===== src/rtl/ex_wbck_arb_if.sv =====
// Write-back arbiter bundle: ALU and long-pipe results in,
// regfile write port and buffer status out.
`ifndef E203_XLEN
`define E203_XLEN 32
`endif
`ifndef E203_RFIDX_WIDTH
`define E203_RFIDX_WIDTH 5
`endif

interface ex_wbck_arb_if;
  logic                         alu_wbck_i_valid;
  logic                         alu_wbck_i_ready;
  logic [`E203_XLEN-1:0]        alu_wbck_i_dat;
  logic [`E203_RFIDX_WIDTH-1:0] alu_wbck_i_rdidx;

  logic                         longp_wbck_i_valid;
  logic                         longp_wbck_i_ready;
  logic [`E203_XLEN-1:0]        longp_wbck_i_dat;
  logic [`E203_RFIDX_WIDTH-1:0] longp_wbck_i_rdidx;
  logic                         longp_wbck_i_rdwen;

  logic                         wbck_dest_wen;
  logic [`E203_RFIDX_WIDTH-1:0] wbck_dest_idx;
  logic [`E203_XLEN-1:0]        wbck_dest_dat;
  logic                         lbuf_empty;

  modport master (
    output alu_wbck_i_valid,
    output alu_wbck_i_dat,
    output alu_wbck_i_rdidx,
    output longp_wbck_i_valid,
    output longp_wbck_i_dat,
    output longp_wbck_i_rdidx,
    output longp_wbck_i_rdwen,
    input  alu_wbck_i_ready,
    input  longp_wbck_i_ready,
    input  wbck_dest_wen,
    input  wbck_dest_idx,
    input  wbck_dest_dat,
    input  lbuf_empty
  );

  modport slave (
    input  alu_wbck_i_valid,
    input  alu_wbck_i_dat,
    input  alu_wbck_i_rdidx,
    input  longp_wbck_i_valid,
    input  longp_wbck_i_dat,
    input  longp_wbck_i_rdidx,
    input  longp_wbck_i_rdwen,
    output alu_wbck_i_ready,
    output longp_wbck_i_ready,
    output wbck_dest_wen,
    output wbck_dest_idx,
    output wbck_dest_dat,
    output lbuf_empty
  );
endinterface


===== src/rtl/ex_wbck_arb.sv =====
// Regfile write-back arbiter: ALU vs buffered long-pipe results,
// fixed priority to the long pipe with an ALU anti-starvation counter.
`ifndef E203_XLEN
`define E203_XLEN 32
`endif
`ifndef E203_RFIDX_WIDTH
`define E203_RFIDX_WIDTH 5
`endif

module ex_wbck_arb #(
  parameter int LBUF_DEPTH = 2,
  parameter int LBUF_PTR_W = 1,
  parameter int STARVE_MAX = 4,
  parameter int CNT_W      = 3
) (
  input logic          clk,
  input logic          rst_n,
  ex_wbck_arb_if.slave bus
);

  localparam int XW = `E203_XLEN;
  localparam int IW = `E203_RFIDX_WIDTH;
  localparam logic [CNT_W-1:0] CMAX = CNT_W'(STARVE_MAX);

  typedef logic [LBUF_PTR_W:0]   ptr_t;
  typedef logic [LBUF_PTR_W-1:0] addr_t;

  ptr_t wr_ptr_q, wr_ptr_d;
  ptr_t rd_ptr_q, rd_ptr_d;
  logic [CNT_W-1:0] cnt_q, cnt_d;

  logic [XW-1:0] buf_dat_q [LBUF_DEPTH];
  logic [IW-1:0] buf_idx_q [LBUF_DEPTH];
  logic          buf_wen_q [LBUF_DEPTH];

  addr_t wr_addr;
  addr_t rd_addr;
  logic  empty;
  logic  full;
  logic  push;
  logic  pop;
  logic  head_w;
  logic  force_alu;
  logic  head_win;
  logic  alu_hsk;

  assign wr_addr = wr_ptr_q[LBUF_PTR_W-1:0];
  assign rd_addr = rd_ptr_q[LBUF_PTR_W-1:0];

  // Occupancy from pointer compare; wrap bit splits full/empty
  always_comb begin
    empty = (wr_ptr_q == rd_ptr_q);
    full  = (wr_ptr_q[LBUF_PTR_W] != rd_ptr_q[LBUF_PTR_W])
         && (wr_addr == rd_addr);
  end

  // Per-cycle arbitration of the single regfile write port
  always_comb begin
    head_w    = !empty && buf_wen_q[rd_addr];
    force_alu = (cnt_q == CMAX);
    head_win  = head_w && !force_alu;

    // rdwen=0 heads drain for free; writing heads drain when they win
    pop  = !empty && (!buf_wen_q[rd_addr] || head_win);
    push = bus.longp_wbck_i_valid && !full;

    bus.longp_wbck_i_ready = !full;
    bus.alu_wbck_i_ready   = !head_win;
    bus.lbuf_empty         = empty;

    bus.wbck_dest_wen = bus.alu_wbck_i_valid;
    bus.wbck_dest_idx = bus.alu_wbck_i_rdidx;
    bus.wbck_dest_dat = bus.alu_wbck_i_dat;
    if (head_win) begin
      bus.wbck_dest_wen = 1'b1;
      bus.wbck_dest_idx = buf_idx_q[rd_addr];
      bus.wbck_dest_dat = buf_dat_q[rd_addr];
    end

    alu_hsk = bus.alu_wbck_i_valid && !head_win;
  end

  // Next pointers and starvation count
  always_comb begin
    wr_ptr_d = wr_ptr_q;
    rd_ptr_d = rd_ptr_q;
    cnt_d    = cnt_q;

    if (push) wr_ptr_d = wr_ptr_q + ptr_t'(1);
    if (pop)  rd_ptr_d = rd_ptr_q + ptr_t'(1);

    if (!bus.alu_wbck_i_valid || alu_hsk) begin
      cnt_d = '0;
    end else if (cnt_q != CMAX) begin
      cnt_d = cnt_q + CNT_W'(1);
    end
  end

  // Control state; reset empties the buffer immediately
  always_ff @(posedge clk or negedge rst_n) begin
    if (!rst_n) begin
      wr_ptr_q <= '0;
      rd_ptr_q <= '0;
      cnt_q    <= '0;
    end else begin
      wr_ptr_q <= wr_ptr_d;
      rd_ptr_q <= rd_ptr_d;
      cnt_q    <= cnt_d;
    end
  end

  // Entry storage; contents are don't-care while not in use
  always_ff @(posedge clk) begin
    if (push) begin
      buf_dat_q[wr_addr] <= bus.longp_wbck_i_dat;
      buf_idx_q[wr_addr] <= bus.longp_wbck_i_rdidx;
      buf_wen_q[wr_addr] <= bus.longp_wbck_i_rdwen;
    end
  end

endmodule

===== src/flat_wrapper.sv =====
// flat-port wrapper written by rule: the top's interface ports become plain ports
module ex_wbck_arb_flat 
#(
  parameter int LBUF_DEPTH = 2,
  parameter int LBUF_PTR_W = 1,
  parameter int STARVE_MAX = 4,
  parameter int CNT_W      = 3
)
  (clk, rst_n, bus_alu_wbck_i_valid, bus_alu_wbck_i_dat, bus_alu_wbck_i_rdidx, bus_longp_wbck_i_valid, bus_longp_wbck_i_dat, bus_longp_wbck_i_rdidx, bus_longp_wbck_i_rdwen, bus_alu_wbck_i_ready, bus_longp_wbck_i_ready, bus_wbck_dest_wen, bus_wbck_dest_idx, bus_wbck_dest_dat, bus_lbuf_empty);
  ex_wbck_arb_if bus_i ();
  input logic clk;
  input logic rst_n;
  input wire logic [$bits(bus_i.alu_wbck_i_valid)-1:0] bus_alu_wbck_i_valid;
  input wire logic [$bits(bus_i.alu_wbck_i_dat)-1:0] bus_alu_wbck_i_dat;
  input wire logic [$bits(bus_i.alu_wbck_i_rdidx)-1:0] bus_alu_wbck_i_rdidx;
  input wire logic [$bits(bus_i.longp_wbck_i_valid)-1:0] bus_longp_wbck_i_valid;
  input wire logic [$bits(bus_i.longp_wbck_i_dat)-1:0] bus_longp_wbck_i_dat;
  input wire logic [$bits(bus_i.longp_wbck_i_rdidx)-1:0] bus_longp_wbck_i_rdidx;
  input wire logic [$bits(bus_i.longp_wbck_i_rdwen)-1:0] bus_longp_wbck_i_rdwen;
  output wire logic [$bits(bus_i.alu_wbck_i_ready)-1:0] bus_alu_wbck_i_ready;
  output wire logic [$bits(bus_i.longp_wbck_i_ready)-1:0] bus_longp_wbck_i_ready;
  output wire logic [$bits(bus_i.wbck_dest_wen)-1:0] bus_wbck_dest_wen;
  output wire logic [$bits(bus_i.wbck_dest_idx)-1:0] bus_wbck_dest_idx;
  output wire logic [$bits(bus_i.wbck_dest_dat)-1:0] bus_wbck_dest_dat;
  output wire logic [$bits(bus_i.lbuf_empty)-1:0] bus_lbuf_empty;
  assign bus_i.alu_wbck_i_valid = bus_alu_wbck_i_valid;
  assign bus_i.alu_wbck_i_dat = bus_alu_wbck_i_dat;
  assign bus_i.alu_wbck_i_rdidx = bus_alu_wbck_i_rdidx;
  assign bus_i.longp_wbck_i_valid = bus_longp_wbck_i_valid;
  assign bus_i.longp_wbck_i_dat = bus_longp_wbck_i_dat;
  assign bus_i.longp_wbck_i_rdidx = bus_longp_wbck_i_rdidx;
  assign bus_i.longp_wbck_i_rdwen = bus_longp_wbck_i_rdwen;
  assign bus_alu_wbck_i_ready = bus_i.alu_wbck_i_ready;
  assign bus_longp_wbck_i_ready = bus_i.longp_wbck_i_ready;
  assign bus_wbck_dest_wen = bus_i.wbck_dest_wen;
  assign bus_wbck_dest_idx = bus_i.wbck_dest_idx;
  assign bus_wbck_dest_dat = bus_i.wbck_dest_dat;
  assign bus_lbuf_empty = bus_i.lbuf_empty;
  ex_wbck_arb #(.LBUF_DEPTH(LBUF_DEPTH), .LBUF_PTR_W(LBUF_PTR_W), .STARVE_MAX(STARVE_MAX), .CNT_W(CNT_W)) u_core (.clk(clk), .rst_n(rst_n), .bus(bus_i));
endmodule

===== config.mk =====
export PLATFORM = sky130hd
export DESIGN_NAME = ex_wbck_arb_flat
export DESIGN_NICKNAME = d
export VERILOG_FILES = /design/src/rtl/ex_wbck_arb_if.sv /design/src/rtl/ex_wbck_arb.sv /design/src/flat_wrapper.sv
export SDC_FILE = /design/constraint.sdc
export NUM_CORES = 1
export LEC_CHECK = 0
export CAP_MARGIN = 40
export CELL_PAD_IN_SITES_DETAIL_PLACEMENT = 1
export CELL_PAD_IN_SITES_GLOBAL_PLACEMENT = 2
export CORE_MARGIN = 2
export CORE_UTILIZATION = 35
export CTS_BUF_LIST = sky130_fd_sc_hd__clkbuf_4 sky130_fd_sc_hd__clkbuf_8
export DETAILED_ROUTE_END_ITERATION = 6
export HOLD_SLACK_MARGIN = 0.02
export PLACE_DENSITY_LB_ADDON = 0.1
export RECOVER_POWER = 50
export SLEW_MARGIN = 20
export SYNTH_ARGS = -nofsm -noshare
export SYNTH_HDL_FRONTEND = slang
export SYNTH_SLANG_ARGS = --single-unit

===== constraint.sdc =====
create_clock -name clk -period 9.4 [get_ports clk]
set_clock_uncertainty 0.05 [all_clocks]
set_input_delay 1.88 -clock clk [delete_from_list [all_inputs] [get_ports clk]]
set_output_delay 1.88 -clock clk [all_outputs]
set_load 0.005 [all_outputs]

# After elaboration in Yosys (flattened, before gate mapping)

Memory sizes are Yosys's and may differ from the RTL's.
Cells that the tools add are included.

Order comparisons: 0
Bitwise operators: 0
Multipliers: 0
Reduce and logical (&&, ||, !) cells: 15
$add $sub $neg: 3
Eq/ne operators: 5
Divide/modulo/power cells: 0
Muxes and demuxes: 7
Shift operators: 0

Operators by type and width:

| cell                | count |
|---|---|
| $mux 32             | 1 |
| $logic_and 1x1->1   | 6 |
| $logic_not 1->1     | 6 |
| $mux 3              | 2 |
| $mux 5              | 1 |
| $add 2x1->2 const B | 2 |
| $add 3x1->3 const B | 1 |
| $eq 3x3->1 const B  | 1 |
| $mux 1              | 3 |
| $ne 3x3->1 const B  | 1 |
| $eq 2x2->1          | 1 |
| $logic_or 1x1->1    | 2 |
| $reduce_bool 2->1   | 1 |
| $eq 1x1->1          | 1 |
| $ne 1x1->1          | 1 |

Word-level logic and storage cells: 36
Input port bits: 79
Latch bits: 0
Memory bits (read-only): 0
Memories: 3
Memory bits (writable): 76
Flip-flop bits (word level): 7
Output and inout port bits: 41

Memories:

| name             | words | width | read ports | clocked after Yosys merged registers in | wr ports | RTL line          | RTL |
|---|---|---|---|---|---|---|---|
| u_core.buf_dat_q | 2     | 32    | 1          | 0                                       | 1        | ex_wbck_arb.sv:32 | `logic [XW-1:0] buf_dat_q [LBUF_DEPTH];` |
| u_core.buf_idx_q | 2     | 5     | 1          | 0                                       | 1        | ex_wbck_arb.sv:33 | `logic [IW-1:0] buf_idx_q [LBUF_DEPTH];` |
| u_core.buf_wen_q | 2     | 1     | 1          | 0                                       | 1        | ex_wbck_arb.sv:34 | `logic buf_wen_q [LBUF_DEPTH];` |

# Logic depth before layout (Yosys ltp)

Depth after elaboration: 8
Gate-level depth with buffers: 5
Mapped depth without buffers: 5

# Worst setup path before layout

OpenSTA, ideal clock, no wires.

Path type: input-to-reg
Start point: input bus_longp_wbck_i_valid
End point: memory u_core.buf_dat_q[0][0] (netlist bit) (enable)
Library setup time: 0.433 ns
Buffers on the path: 0
Slack: 5.292 ns
Arrival time: 3.624 ns
Cell stages on the path: 2
Data required time: 8.917 ns
Path through: o21ai_0 nor2_1

Longest elaborated chain between the ends: 3

RTL lines:

| item                         | RTL line           | RTL |
|---|---|---|
| start: declaration           | flat_wrapper.sv:16 | `input wire logic [$bits(bus_i.longp_wbck_i_valid)-1:0] bus_longp_wbck_i_valid;` |
| $logic_and 1x1->1            | ex_wbck_arb.sv:65  | `push = bus.longp_wbck_i_valid && !full;` |
| $mux 1                       | ex_wbck_arb.sv:114 | `if (push) begin` |
| $mux 1 (not written as such) | ex_wbck_arb.sv:115 | `buf_dat_q[wr_addr] <= bus.longp_wbck_i_dat;` |
| end: declaration             | ex_wbck_arb.sv:32  |  |

No other way between the ends.

# Worst setup path after layout

Start point: input bus_alu_wbck_i_valid
End point: output bus_wbck_dest_wen

Longest elaborated chain between the ends: 1

RTL lines:

| item               | RTL line           | RTL |
|---|---|---|
| start: declaration | flat_wrapper.sv:13 | `input wire logic [$bits(bus_i.alu_wbck_i_valid)-1:0] bus_alu_wbck_i_valid;` |
| $mux 1             | ex_wbck_arb.sv:74  | `if (head_win) begin` |
| end: declaration   | flat_wrapper.sv:22 | `output wire logic [$bits(bus_i.wbck_dest_wen)-1:0] bus_wbck_dest_wen;` |

No other way between the ends.

==> results.yml <==
clock_tree:
  cts_buffer_depth: 2
  insertion_delay_ns: 0.33
  cts_hold_buf: 0
  cts-root-buf: "clkbuf_8"
  cts-resized-gates: 0
  tritoncts: "yes"
  post_cts_buffers: 0
  h-tree-depth: 3
  clock-sinks: 83
  numCtsBuffers: 9
  clk_pin_slew_worst_paths_ns: 0.07
critical_path:
  cp_data_arrival_time_ns: 3.20
  r2r_end: "u_core.buf_idx_q[1][3]"
  crit_family: "buffers and inverters"
  worstReg2RegStart: "u_core.rd_ptr_q[0]"
  slowest_stage: "dlygate4sd3_1"
  ff2ff_setup_slack_ns: 6.40
  critical_path_required_ns: 7.47
  cp.depth: 3
  start_kind: "primary input"
  endpoint: "bus_wbck_dest_wen"
  setup.worst_path.class: "in -> out"
  slowest_delay_ns: 0.58
  critPathMaxFanout: 4
  reg2reg_depth: 5
  critical_path.endpoint_type: "primary output"
  worstPathCellList: "dlygate4sd3_1 > or2_2 > clkdlybuf4s50_1"
  crit_buf_inv: 2
  crit_start: "bus_alu_wbck_i_valid"
route:
  wl_per_cell_um: 15.8
  top_layer_used: "met4"
  drt_iter0_drc: 45
  num_vias: 2114
  avgViaCountPerCell: 4.61
  wl_met1_mm: 3.04
  ant_nets: 0
  wl_mm: 7.25
  drt-pass1-iter-count: 4
  route.detailed.drc: 0
  wl_met2_mm: 3.73
  route.met3.wl_um: 402
floorplan:
  initial_core_util: 0.364
  die_h_um: 105
  die_w_um: 105
  fp.dieArea_um2: 11100
  core-area_um2: 9860
  core.rowCount: 36
  pin_count: 120
pwr:
  seqPwrFrac: 0.361
  switching_share: 0.294
  peakVddDrop_uv: 190
  p_total_w: 0.00161
  power.share.combinational: 0.493
  p_per_area_nw_per_um2: 314
  p_int_w: 0.00113
  clkPwrFrac: 0.146
  switching_power_w: 0.000472
  leakage_nw: 1.77
place:
  io_buffer_count: 119
  place_congestion: 0.667
  place_area_um2: 4920
  dpl_worst_slack_ns: 4.40
  hpwlAfterDp_mm: 5.19
logic_synthesis:
  ys_seq_area_frac: 0.685
  ys_warn_count: 0
  synth_area_per_cell_um2: 18.3
  ys_types: 23
  netlist_instances: 196
  syn_nets: 277
  syn-cell-area_um2: 3590
  ys_ff_latch: 83
sta:
  finalSetupViolations: 0
  worst_pin_slew_ns: 1.11
  finalSetupTns_ns: 0
  min_period_over_period: 0.546
  hold_viol: 0
  fin_ws_ns: 4.27
  fmax_ghz: 0.195
  fin_crit_ns: 5.13
  slew_headroom: 0.261
  drv_slew: 0
  rsz0062_at_grt: "false"
grt:
  antenna_found_initial: 1
  grt_pass1_vias: 2322
  grt_max_degree: 43
  grtUsageTotal: 0.136
  grt_overflow: 0
  grt_pass1_wl_mm: 11.7
final_layout:
  final_common_cell: "clkdlybuf4s50_1"
  areaGrowthSynthToFinish_pct: 42.5
  finish.instance_area_um2: 5110
  drive_gt1_frac: 0.283
  most-common-layout-cells: "clkdlybuf4s50_1, edfxtp_1, mux2_2"
  layout.nets: 402
status:
  outcome: "finished, final reports clean"
worst_hold_path:
  hp-class: "reg -> reg"
job:
  drv_cap: 0
-- power by group through the flow --
| stage | clock network (W) | registers, W | logic [W] |
|---|---|---|---|
| 6_report | 0.000235 | 0.000580 | 0.000792 |
| 2_1_floorplan | 0 | 0.000568 | 0.000478 |
| 3_5_place_dp | 0 | 0.000591 | 0.000809 |
| 3_3_place_gp | 0 | 0.000611 | 0.000772 |
| 4_1_cts | 0.000243 | 0.000582 | 0.000817 |
| 5_1_grt | 0.000254 | 0.000595 | 0.000862 |
-- synthesized netlist by cell type --
cell,count,share of area
a221oi_4,1,0.0073
a32oi_1,1,0.0024
and3_1,3,0.0052
buf_2,2,0.0028
buf_6,4,0.013
clkbuf_1,3,0.0031
clkbuf_2,1,0.0014
dfrtp_1,7,0.049
edfxtp_1,76,0.64
ha_1,2,0.0070
inv_1,4,0.0042
mux2_1,2,0.0063
mux2_2,72,0.23
mux2i_1,1,0.0028
nand2_1,1,0.0010
nand3_1,1,0.0014
nor2_1,2,0.0021
o211ai_1,2,0.0042
o21a_1,1,0.0021
o21ai_0,1,0.0014
or2_2,1,0.0017
xnor2_1,5,0.012
xor2_1,3,0.0073
-- registers in the layout, indices dropped and copies added (netlist names) --
name              count
u_core.rd_ptr_q       2
u_core.buf_dat_q     64
u_core.wr_ptr_q       2
u_core.cnt_q          3
u_core.buf_wen_q      2
u_core.buf_idx_q     10
-- cells by family (layout without fill, tap and decap cells) --
| family | after synthesis | after routing | synth area share |
|---|---|---|---|
| AOI/OAI and AO/OA | 6 | 6 | 0.0174 |
| DFF | 83 | 83 | 0.685 |
| buffers and inverters | 14 | 143 | 0.0241 |
| muxes | 75 | 75 | 0.235 |
| adders and majority gates | 2 | 2 | 0.00698 |
| and+or+nand+nor | 8 | 8 | 0.0115 |
| other | 0 | 1 | 0 |
| xor gates and xnor gates | 8 | 8 | 0.0195 |
-- per-layer routing --
metal | GRT usage | up-vias
li1 | - | 999
met1 | 0.170 | 1048
met2 | 0.225 | 61
met3 | 0.0353 | 6
met4 | 0.0514 | 0
met5 | 0 | -
-- worst min path at each step --
stage,start,to,slack (ns),cells after the start
3_3_place_gp,u_core.wr_ptr_q[1],u_core.wr_ptr_q[1],0.47,1
2_1_floorplan,u_core.wr_ptr_q[1],u_core.wr_ptr_q[1],0.45,1
5_1_grt,u_core.wr_ptr_q[1],u_core.wr_ptr_q[1],0.51,1
6_report,u_core.rd_ptr_q[1],u_core.rd_ptr_q[1],0.49,1
4_1_cts,u_core.rd_ptr_q[1],u_core.rd_ptr_q[1],0.49,1
3_5_place_dp,u_core.rd_ptr_q[1],u_core.rd_ptr_q[1],0.48,1
-- worst reg2reg max path, stage by stage (launching register included) --
cell and delay [ns]:
dfrtp_1 0.75, xor2_1 0.34, o211ai_1 0.20, clkinv_1 0.07, clkbuf_1 0.81, buf_4 0.45
-- per-stage QoR --
step	hold slack [ns]	instances	utilization
final	0.489	459	0.518
after global routing	0.509	459	0.518
after CTS	0.491	457	0.518
after detailed placement	0.476	442	0.499
after global placement	0.470	441	0.497
after floorplan	0.452	196	-
-- cell type report --
cell class | instances | area, um^2
Antenna cell | 1 | 2.50
Timing Repair Buffer | 124 | 1240
Tap cell | 133 | 166
Inverter | 4 | 15.0
Clock inverter | 6 | 57.6
Sequential cell | 83 | 2460
Multi-Input combinational cell | 99 | 1050
Fill cell | 941 | 4750
Clock buffer | 9 | 124
(Power assumes the default switching activity.)
